===== src/rtl/second_layer_tnndirect_pkg.sv =====
// Shared types and helpers for the direct ternary NN output layer.
// Contents: FSM state enum, score/counter width helpers, ternary MAC term.
package second_layer_tnndirect_pkg;

  typedef enum logic [1:0] {
    IDLE   = 2'd0,
    ACCUM  = 2'd1,
    ARGMAX = 2'd2,
    DONE   = 2'd3
  } state_t;

  // Signed score width able to hold +/-h without overflow.
  function automatic int unsigned score_bits(input int unsigned h);
    return $clog2(h + 1) + 1;
  endfunction

  // Counter width for n items, never below one bit.
  function automatic int unsigned cnt_bits(input int unsigned n);
    return (n > 1) ? $clog2(n) : 1;
  endfunction

  // Ternary weight times binary activation: 0 when masked, else +1 on sign match, -1 otherwise.
  function automatic logic signed [1:0] tern_mac(input logic sign, input logic nz, input logic x);
    if (!nz) return 2'sb00;
    return (sign ~^ x) ? 2'sb01 : 2'sb11;
  endfunction

endpackage


===== src/rtl/second_layer_tnndirect_if.sv =====
// Upstream/result bundle of the output layer.
// start/hidden: level launch and activations from the first layer.
// class_idx/done: argmax result and sticky valid flag.
interface second_layer_tnndirect_if #(
  parameter int unsigned HIDDEN_CNT = 4,
  parameter int unsigned CLASS_CNT  = 3
);
  localparam int unsigned IDX_W = $clog2(CLASS_CNT);

  logic                  start;
  logic [HIDDEN_CNT-1:0] hidden;
  logic [IDX_W-1:0]      class_idx;
  logic                  done;

  modport master (output start, output hidden, input class_idx, input done);
  modport slave  (input start, input hidden, output class_idx, output done);
endinterface


===== src/rtl/second_layer_tnndirect_acc.sv =====
// Per-class signed score accumulator.
// clk/rst: clock and async active-high reset; clr: zero the score;
// en: add tern_mac(sign, nz, x); score: running signed total.
module second_layer_tnndirect_acc
  import second_layer_tnndirect_pkg::*;
#(
  parameter int unsigned SB = 4
) (
  input  logic                 clk,
  input  logic                 rst,
  input  logic                 clr,
  input  logic                 en,
  input  logic                 sign,
  input  logic                 nz,
  input  logic                 x,
  output logic signed [SB-1:0] score
);

  // Clear has priority; the size cast sign-extends the 2-bit term.
  always_ff @(posedge clk or posedge rst) begin
    if (rst)      score <= '0;
    else if (clr) score <= '0;
    else if (en)  score <= score + SB'(tern_mac(sign, nz, x));
  end

endmodule


===== src/rtl/second_layer_tnndirect.sv =====
// Output layer of the direct ternary NN: serial accumulate over hidden bits,
// then serial argmax over class scores.
// clk/rst: clock and async active-high reset.
// bus (slave): start/hidden in, class_idx/done out (done is sticky until rst).
module second_layer_tnndirect
  import second_layer_tnndirect_pkg::*;
#(
  parameter int unsigned                      HIDDEN_CNT = 4,
  parameter int unsigned                      CLASS_CNT  = 3,
  parameter logic [HIDDEN_CNT*CLASS_CNT-1:0] WEIGHTS    = '0,
  parameter logic [HIDDEN_CNT*CLASS_CNT-1:0] MASK       = '0
) (
  input  logic                    clk,
  input  logic                    rst,
  second_layer_tnndirect_if.slave bus
);

  localparam int unsigned SB = score_bits(HIDDEN_CNT);
  localparam int unsigned HW = cnt_bits(HIDDEN_CNT);
  localparam int unsigned IW = $clog2(CLASS_CNT);
  localparam logic [HW-1:0] H_LAST = HW'(HIDDEN_CNT - 1);
  localparam logic [IW-1:0] C_LAST = IW'(CLASS_CNT - 1);

  state_t                 state, state_nx;
  logic                   acc_clr_c, acc_en_c;
  logic [HW-1:0]          h_cnt;
  logic [IW-1:0]          c_cnt;
  logic [HIDDEN_CNT-1:0]  hid_q;
  logic signed [SB-1:0]   best;
  logic [IW-1:0]          best_idx;
  logic [CLASS_CNT-1:0]   w_tab [HIDDEN_CNT];
  logic [CLASS_CNT-1:0]   m_tab [HIDDEN_CNT];
  logic [CLASS_CNT-1:0]   w_col, m_col;
  logic signed [SB-1:0]   score [CLASS_CNT];
  logic                   take_c;
  logic [IW-1:0]          win_idx_c;

  // Weight/mask rows indexed by hidden bit; each row holds one bit per class.
  for (genvar h = 0; h < HIDDEN_CNT; h++) begin : g_row
    assign w_tab[h] = WEIGHTS[h*CLASS_CNT +: CLASS_CNT];
    assign m_tab[h] = MASK[h*CLASS_CNT +: CLASS_CNT];
  end

  assign w_col = w_tab[h_cnt];
  assign m_col = m_tab[h_cnt];

  for (genvar c = 0; c < CLASS_CNT; c++) begin : g_acc
    second_layer_tnndirect_acc #(.SB(SB)) u_acc (
      .clk   (clk),
      .rst   (rst),
      .clr   (acc_clr_c),
      .en    (acc_en_c),
      .sign  (w_col[c]),
      .nz    (m_col[c]),
      .x     (hid_q[h_cnt]),
      .score (score[c])
    );
  end

  // First argmax step loads unconditionally; later steps need a strictly greater score.
  assign take_c    = (c_cnt == '0) || (score[c_cnt] > best);
  assign win_idx_c = take_c ? c_cnt : best_idx;

  // State register.
  always_ff @(posedge clk or posedge rst) begin
    if (rst) state <= IDLE;
    else     state <= state_nx;
  end

  // Next state and accumulator controls.
  always_comb begin
    state_nx  = state;
    acc_clr_c = 1'b0;
    acc_en_c  = 1'b0;
    case (state)
      IDLE: begin
        if (bus.start) begin
          state_nx  = ACCUM;
          acc_clr_c = 1'b1;
        end
      end
      ACCUM: begin
        acc_en_c = 1'b1;
        if (h_cnt == H_LAST) state_nx = ARGMAX;
      end
      ARGMAX: begin
        if (c_cnt == C_LAST) state_nx = DONE;
      end
      DONE:    state_nx = DONE;
      default: state_nx = IDLE;
    endcase
  end

  // Counters, hidden latch, argmax registers and result.
  always_ff @(posedge clk or posedge rst) begin
    if (rst) begin
      h_cnt         <= '0;
      c_cnt         <= '0;
      hid_q         <= '0;
      best          <= '0;
      best_idx      <= '0;
      bus.class_idx <= '0;
      bus.done      <= 1'b0;
    end else begin
      case (state)
        IDLE: begin
          if (bus.start) begin
            hid_q <= bus.hidden;
            h_cnt <= '0;
          end
        end
        ACCUM: begin
          if (h_cnt == H_LAST) c_cnt <= '0;
          else                 h_cnt <= h_cnt + 1'b1;
        end
        ARGMAX: begin
          if (take_c) begin
            best     <= score[c_cnt];
            best_idx <= c_cnt;
          end
          if (c_cnt == C_LAST) begin
            bus.class_idx <= win_idx_c;
            bus.done      <= 1'b1;
          end else begin
            c_cnt <= c_cnt + 1'b1;
          end
        end
        default: ;
      endcase
    end
  end

endmodule


===== src/flat_wrapper.sv =====
// flat-port wrapper written by rule: the top's interface ports become plain ports
module second_layer_tnndirect_flat import second_layer_tnndirect_pkg::*;
#(
  parameter int unsigned                      HIDDEN_CNT = 4,
  parameter int unsigned                      CLASS_CNT  = 3,
  parameter logic [HIDDEN_CNT*CLASS_CNT-1:0] WEIGHTS    = '0,
  parameter logic [HIDDEN_CNT*CLASS_CNT-1:0] MASK       = '0
)
  (clk, rst, bus_start, bus_hidden, bus_class_idx, bus_done);
  second_layer_tnndirect_if #(.HIDDEN_CNT(HIDDEN_CNT), .CLASS_CNT(CLASS_CNT)) bus_i ();
  input  logic clk;
  input  logic rst;
  input wire logic [$bits(bus_i.start)-1:0] bus_start;
  input wire logic [$bits(bus_i.hidden)-1:0] bus_hidden;
  output wire logic [$bits(bus_i.class_idx)-1:0] bus_class_idx;
  output wire logic [$bits(bus_i.done)-1:0] bus_done;
  assign bus_i.start = bus_start;
  assign bus_i.hidden = bus_hidden;
  assign bus_class_idx = bus_i.class_idx;
  assign bus_done = bus_i.done;
  second_layer_tnndirect #(.HIDDEN_CNT(HIDDEN_CNT), .CLASS_CNT(CLASS_CNT), .WEIGHTS(WEIGHTS), .MASK(MASK)) u_core (.clk(clk), .rst(rst), .bus(bus_i));
endmodule

===== config.mk =====
export PLATFORM = sky130hd
export DESIGN_NAME = second_layer_tnndirect_flat
export DESIGN_NICKNAME = d
export VERILOG_FILES = /design/src/rtl/second_layer_tnndirect_pkg.sv /design/src/rtl/second_layer_tnndirect_if.sv /design/src/rtl/second_layer_tnndirect_acc.sv /design/src/rtl/second_layer_tnndirect.sv /design/src/flat_wrapper.sv
export SDC_FILE = /design/constraint.sdc
export NUM_CORES = 1
export LEC_CHECK = 0
export CORE_MARGIN = 2
export CORE_UTILIZATION = 40
export DETAILED_ROUTE_END_ITERATION = 16
export PLACE_DENSITY_LB_ADDON = 0.05
export SKIP_CTS_REPAIR_TIMING = 1
export SYNTH_ARGS = -nofsm -noshare
export SYNTH_HDL_FRONTEND = slang
export SYNTH_SLANG_ARGS = --single-unit

===== constraint.sdc =====
create_clock -name clk -period 1.2 [get_ports clk]
set_input_delay 0.18 -clock clk [delete_from_list [all_inputs] [get_ports clk]]
set_output_delay 0.18 -clock clk [all_outputs]
set_load 0.02 [all_outputs]

==> results of run 1 <==
[per-layer routing]
metal | share of wire [%] | routed length, um
met2 | 45 | 489
met5 | 0 | 0
met1 | 48 | 518
met4 | 1.6 | 17
met3 | 5.5 | 60
[kinds of logic after synthesis]
kind of cell,share of synthesized area [%]
buffers and inverters,4.367
muxes,10.81
adders and majority gates,16.63
and+or+nand+nor,15.38
DFF,45.74
AOI/OAI and AO/OA,7.068
[metrics by stage]
stage	utilization [%]	total power [mW]	setup slack (ns)
floorplan	-	0.3855	-0.08316
global placement	58.02	0.3940	-0.1827
detailed placement	58.02	0.3942	-0.1923
CTS	59.96	0.6522	-0.2139
global route	68.77	0.6795	-0.1667
finish	68.77	0.6436	-0.1300
[power by group through the flow]
| stage | Clock [mW] | Sequential (mW) | Combinational [mW] |
|---|---|---|---|
| 3_5_place_dp | 0 | 0.378 | 0.0165 |
| 4_1_cts | 0.265 | 0.370 | 0.0165 |
| 3_3_place_gp | 0 | 0.378 | 0.0163 |
| 6_report | 0.255 | 0.370 | 0.0186 |
| 2_1_floorplan | 0 | 0.378 | 0.00777 |
| 5_1_grt | 0.288 | 0.370 | 0.0213 |
[registers in the layout (all words and copies together) (netlist names)]
signal and count:
u_core.h_cnt 2, u_core.c_cnt 2, u_core.bus.class_idx 2, u_core.state 2
u_core.bus.done 1, u_core.best_idx 2
[final cells by class]
type,count,area (sq um),share of cell area [%]
clock buffer,4,26.28,2.830
inverter,7,28.78,3.100
multi-input combinational,39,396.6,42.72
sequential,11,276.5,29.78
tap,15,18.77,2.022
timing repair buffer,20,181.4,19.54
[placed cells by master, fill, tap and decap left out, types with 2 or more instances in the layout]
master and n:
buf_4 12, dfrtp_1 10, nand2_1 9, mux2i_1 5
inv_1 5, ha_1 4, o21ai_0 3, nand2b_4 3
ha_4 3, clkbuf_4 3, dlymetal6s2s_1 3, buf_6 3
and3_4 2, o22ai_2 2, clkdlybuf4s50_1 2
[worst max-delay path, delay by kind of cell, from the launching register on]
family,cells,cell delay (ns)
DFF,1,0.42
muxes,1,0.29
AOI/OAI and AO/OA,1,0.26
adders and majority gates,1,0.17
buffers and inverters,1,0.06
[worst paths after layout]
kind,from,to
max reg2reg,u_core.state[0],u_core.h_cnt[0]
max,u_core.state[0],u_core.h_cnt[0]
min,rst,u_core.best_idx[0]
max in group asynchronous,rst,u_core.state[0]
min in group clk,u_core.bus.done,u_core.bus.done
min reg2reg,u_core.bus.done,u_core.bus.done
==> results.json, run 1 <==
{
  "use_met2_pct": 23.33,
  "ys_ff_latch": 11,
  "die_h_um": 42.79,
  "instances_no_fill": 96,
  "layout.nets": 97,
  "yosys_warnings": 0,
  "htreeDepth": 1,
  "synth_edf_count": 0,
  "grt_pass1_wl_mm": 1.959,
  "ir_worst_vdd_mv": 0.5246,
  "area_growth_pct": 54.26,
  "yosysTopAreaCellShare_pct": 45.74,
  "cts_buffers": 3,
  "start_util_pct": 44.58,
  "fmax_mhz": 751.9,
  "comb_power_share_pct": 2.9,
  "die-area_sq_um": 1831,
  "gp_congestion": 0.7489,
  "status": "complete, but fails checks",
  "met3_usage_pct": 7.660,
  "synth_top_cells_by_area": "dfrtp_1 (46%), ha_1 (17%), mux2i_1 (8.3%), nand2_1 (5.6%), inv_1 (4.4%)",
  "tns_ns": -0.2645,
  "path_class": "reg -> reg",
  "slew_violations": 0,
  "dp_cells": 90,
  "clk_latency_ns": 0.27,
  "final_area_sq_um": 928.4,
  "antenna_cells": 0,
  "fillers": 107,
  "arrival_ns": 1.49,
  "placed_cell_area_sq_um": 783.3,
  "worst_path_max_delay_cell": "dfrtp_2",
  "fin_crit_ns": 1.330,
  "grt_use_met1_pct": 17.46,
  "switching_share_pct": 20.90,
  "start_kind": "flip-flop",
  "vias": 469,
  "grt.overflow.total": 0,
  "num_io_pins": 10,
  "drive_gt1_share_pct": 43.21,
  "avgViaCountPerCell": 4.885,
  "grtUsageTotal_pct": 15.00,
  "clock_path_buffers": 2,
  "yosysSeqAreaShare_pct": 45.74,
  "worst_slack_ns": -0.1300,
  "grt_most_used_layer": "met2",
  "syn-num-nets": 72,
  "synthDistinctLibCells": 15,
  "synth_area_leader_cell": "dfrtp_1",
  "r2r_slack_ns": -0.13,
  "worst_slew_pin_slew_ns": 0.4264,
  "synth_common_cells": "dfrtp_1 (11), nand2_1 (9), ha_1 (8), inv_1 (7), mux2i_1 (5)",
  "grt_start_max_net_pins": 12,
  "hpwl_um": 798.8,
  "rsz0062_at_grt": "yes",
  "port_buffers": 5,
  "p_sw_uw": 134.5,
  "cp_slowest_stage_delay_ns": 0.42,
  "path_clk_slew_ns": 0.07,
  "synth-main-ff-cell": "dfrtp_1",
  "hp-class": "in -> async",
  "p_int_uw": 509.1,
  "cp-end-kind": "flip-flop",
  "finalHoldViolCount": 0,
  "skew_ns": 0.002501,
  "rows": 13,
  "cts_tree": "done",
  "syn_inst": 57,
  "syn_area_per_cell_sq_um": 10.56,
  "synth_most_common_cell": "dfrtp_1",
  "clockPowerShare_pct": 39.6,
  "drc": 0,
  "violations": "negative setup slack",
  "pwr-share-seq_pct": 57.6,
  "dr.pass1.iters": 4,
  "async_flop_share_pct": 100.0,
  "cts-root-buf": "clkbuf_4",
  "core_area_sq_um": 1350,
  "crit_chain": "inv_4, ha_4, o211a_4, mux2_4",
  "syn_area_sq_um": 601.8,
  "p_leak_nw": 0.4990,
  "cp_max_fo": 4,
  "finalSetupViolCount": 6,
  "drt_iter0_drc": 11,
  "power.density_nw_per_um2": 693.2,
  "drt_wl_total_mm": 1.086,
  "wl_per_cell_um": 11.31,
  "antenna_found_initial": 0,
  "slew_headroom_pct": 71.54,
  "required_ns": 1.36,
  "grt_pass1_vias": 463,
  "reg2reg_depth": 4,
  "cts_sinks": 11,
  "dieWidth_um": 42.79,
  "max_cap_violations": 0,
  "ant_nets": 0,
  "post-route-period-util_pct": 110.8,
  "hold_slack_ns": 0.1970
}
No activity file was read; power rests on OpenSTA's default activity.
==> run 2: changes to the inputs <==
--- a/config.mk
+++ b/config.mk
@@ -9,6 +9,7 @@
 export CORE_UTILIZATION = 40
 export DETAILED_ROUTE_END_ITERATION = 16
 export PLACE_DENSITY_LB_ADDON = 0.05
+export SETUP_SLACK_MARGIN = 0.4
 export SKIP_CTS_REPAIR_TIMING = 1
 export SYNTH_ARGS = -nofsm -noshare
 export SYNTH_HDL_FRONTEND = slang
==> run 2 against run 1 <==
  * The run still ends with negative setup slack left
  * Sequential power barely moved
  * Via count fell by 4.1%
  * Routed wire length rose by 6.8%
  * Worst hold slack barely moved
  * Die area did not move
  * Largest cell class unchanged
  * Total power rose by 1.0%
  * Flip-flop and latch count did not move
  * Non-clock buffer count fell by 2
==> results.json, run 2 (synthesis results as in run 1) <==
{
  "final_area_sq_um": 944.7,
  "gp_congestion": 0.7837,
  "cts_sinks": 11,
  "dp_cells": 88,
  "max_cap_violations": 0,
  "layout.nets": 95,
  "finalSetupViolCount": 6,
  "cts_buffers": 3,
  "dieWidth_um": 42.79,
  "port_buffers": 5,
  "fillers": 97,
  "violations": "negative setup slack",
  "tns_ns": -0.3477,
  "worst_slack_ns": -0.1140,
  "path_clk_slew_ns": 0.08,
  "hold_slack_ns": 0.1969,
  "cp-end-kind": "flip-flop",
  "hpwl_um": 812.5,
  "p_total_uw": 650.1,
  "rsz0062_at_grt": "yes",
  "grtUsageTotal_pct": 14.17,
  "cts_tree": "done",
  "clk_latency_ns": 0.27,
  "start_kind": "flip-flop",
  "grt.overflow.total": 0,
  "final_cell_mix": "buf_4 (11), dfrtp_1 (10), mux2i_1 (5), nand2_1 (5), ha_4 (5)",
  "cts-root-buf": "clkbuf_4",
  "drt_iter0_drc": 3,
  "dr.pass1.iters": 2,
  "avgViaCountPerCell": 4.787,
  "instances_no_fill": 94,
  "antenna_cells": 0,
  "ant_nets": 0,
  "r2r_slack_ns": -0.11,
  "seqCellArea_sq_um": 276.5,
  "slew_violations": 0,
  "final_common_cell": "buf_4",
  "rows": 13,
  "slew_headroom_pct": 70.60,
  "grt_pass1_vias": 434,
  "crit_path_start": "u_core.state[0]",
  "skew_ns": 0.007995,
  "finalHoldViolCount": 0,
  "post-route-period-util_pct": 109.5,
  "dp_slack_ns": -0.1962,
  "clock_path_buffers": 2,
  "core_area_sq_um": 1350,
  "arrival_ns": 1.48,
  "path_class": "reg -> reg",
  "num_io_pins": 10,
  "fin_crit_ns": 1.314,
  "vias": 450,
  "drt_wl_total_mm": 1.160,
  "worst_slew_pin_slew_ns": 0.4406,
  "die-area_sq_um": 1831,
  "drc": 0,
  "required_ns": 1.36,
  "grt_start_max_net_pins": 12,
  "grt_pass1_wl_mm": 1.856,
  "status": "complete, but fails checks",
  "wl_per_cell_um": 12.34,
  "ir_worst_vdd_mv": 0.3822,
  "fmax_mhz": 761.0,
  "final_core_util_pct": 69.97,
  "start_util_pct": 44.58,
  "power.density_nw_per_um2": 688.2,
  "die_h_um": 42.79,
  "antenna_found_initial": 0,
  "placed_cell_area_sq_um": 790.8,
  "multi_input_area_sq_um": 431.7,
  "hp-class": "in -> async",
  "area_growth_pct": 56.96,
  "drive_gt1_share_pct": 53.16,
  "htreeDepth": 1,
  "reg2reg_from": "u_core.state[0]",
  "cp_max_fo": 4,
  "p_leak_nw": 0.4656
}
-- run 2: changes by cell type in the layout (fill, tap and decap cells not counted), sizes merged --
cell | previous run | this run
dlymetal6s2s | 3 | 1
-- run 2: layout make-up --
class                      instances  share of cell area, %
multi-input combinational         39                  45.70
sequential                        11                  29.27
timing repair buffer              18                  16.95
inverter                           7                  3.311
clock buffer                       4                  2.781
tap                               15                  1.987
-- run 2: worst paths after layout --
| path | to | cells past startpoint |
|---|---|---|
| worst min register to register | u_core.bus.class_idx[1] | 2 |
| min in group clk | u_core.bus.class_idx[1] | 2 |
| max in group asynchronous | u_core.state[0] | 2 |
| worst max-delay path | u_core.h_cnt[0] | 3 |
| worst max register to register | u_core.h_cnt[0] | 3 |
| worst min-delay path | u_core.h_cnt[0] | 2 |
-- run 2: report_power, final --
part / internal, mW / switching [mW]
Sequential: 0.370 / 0
Combinational: 0.00961 / 0.00900
Clock: 0.129 / 0.132
-- run 2: metal layers --
metal	vias up	GRT usage [%]	wire length, um
li1	235	-	-
met1	204	17.85	565
met2	8	20.61	529
met3	3	5.532	45
met4	0	7.500	19
met5	-	0	0
-- run 2: worst max-delay path: stages, from the launching register on --
cell and delay [ns]:
dfrtp_2 0.45, ha_4 0.20, o211a_4 0.26, mux2_4 0.29
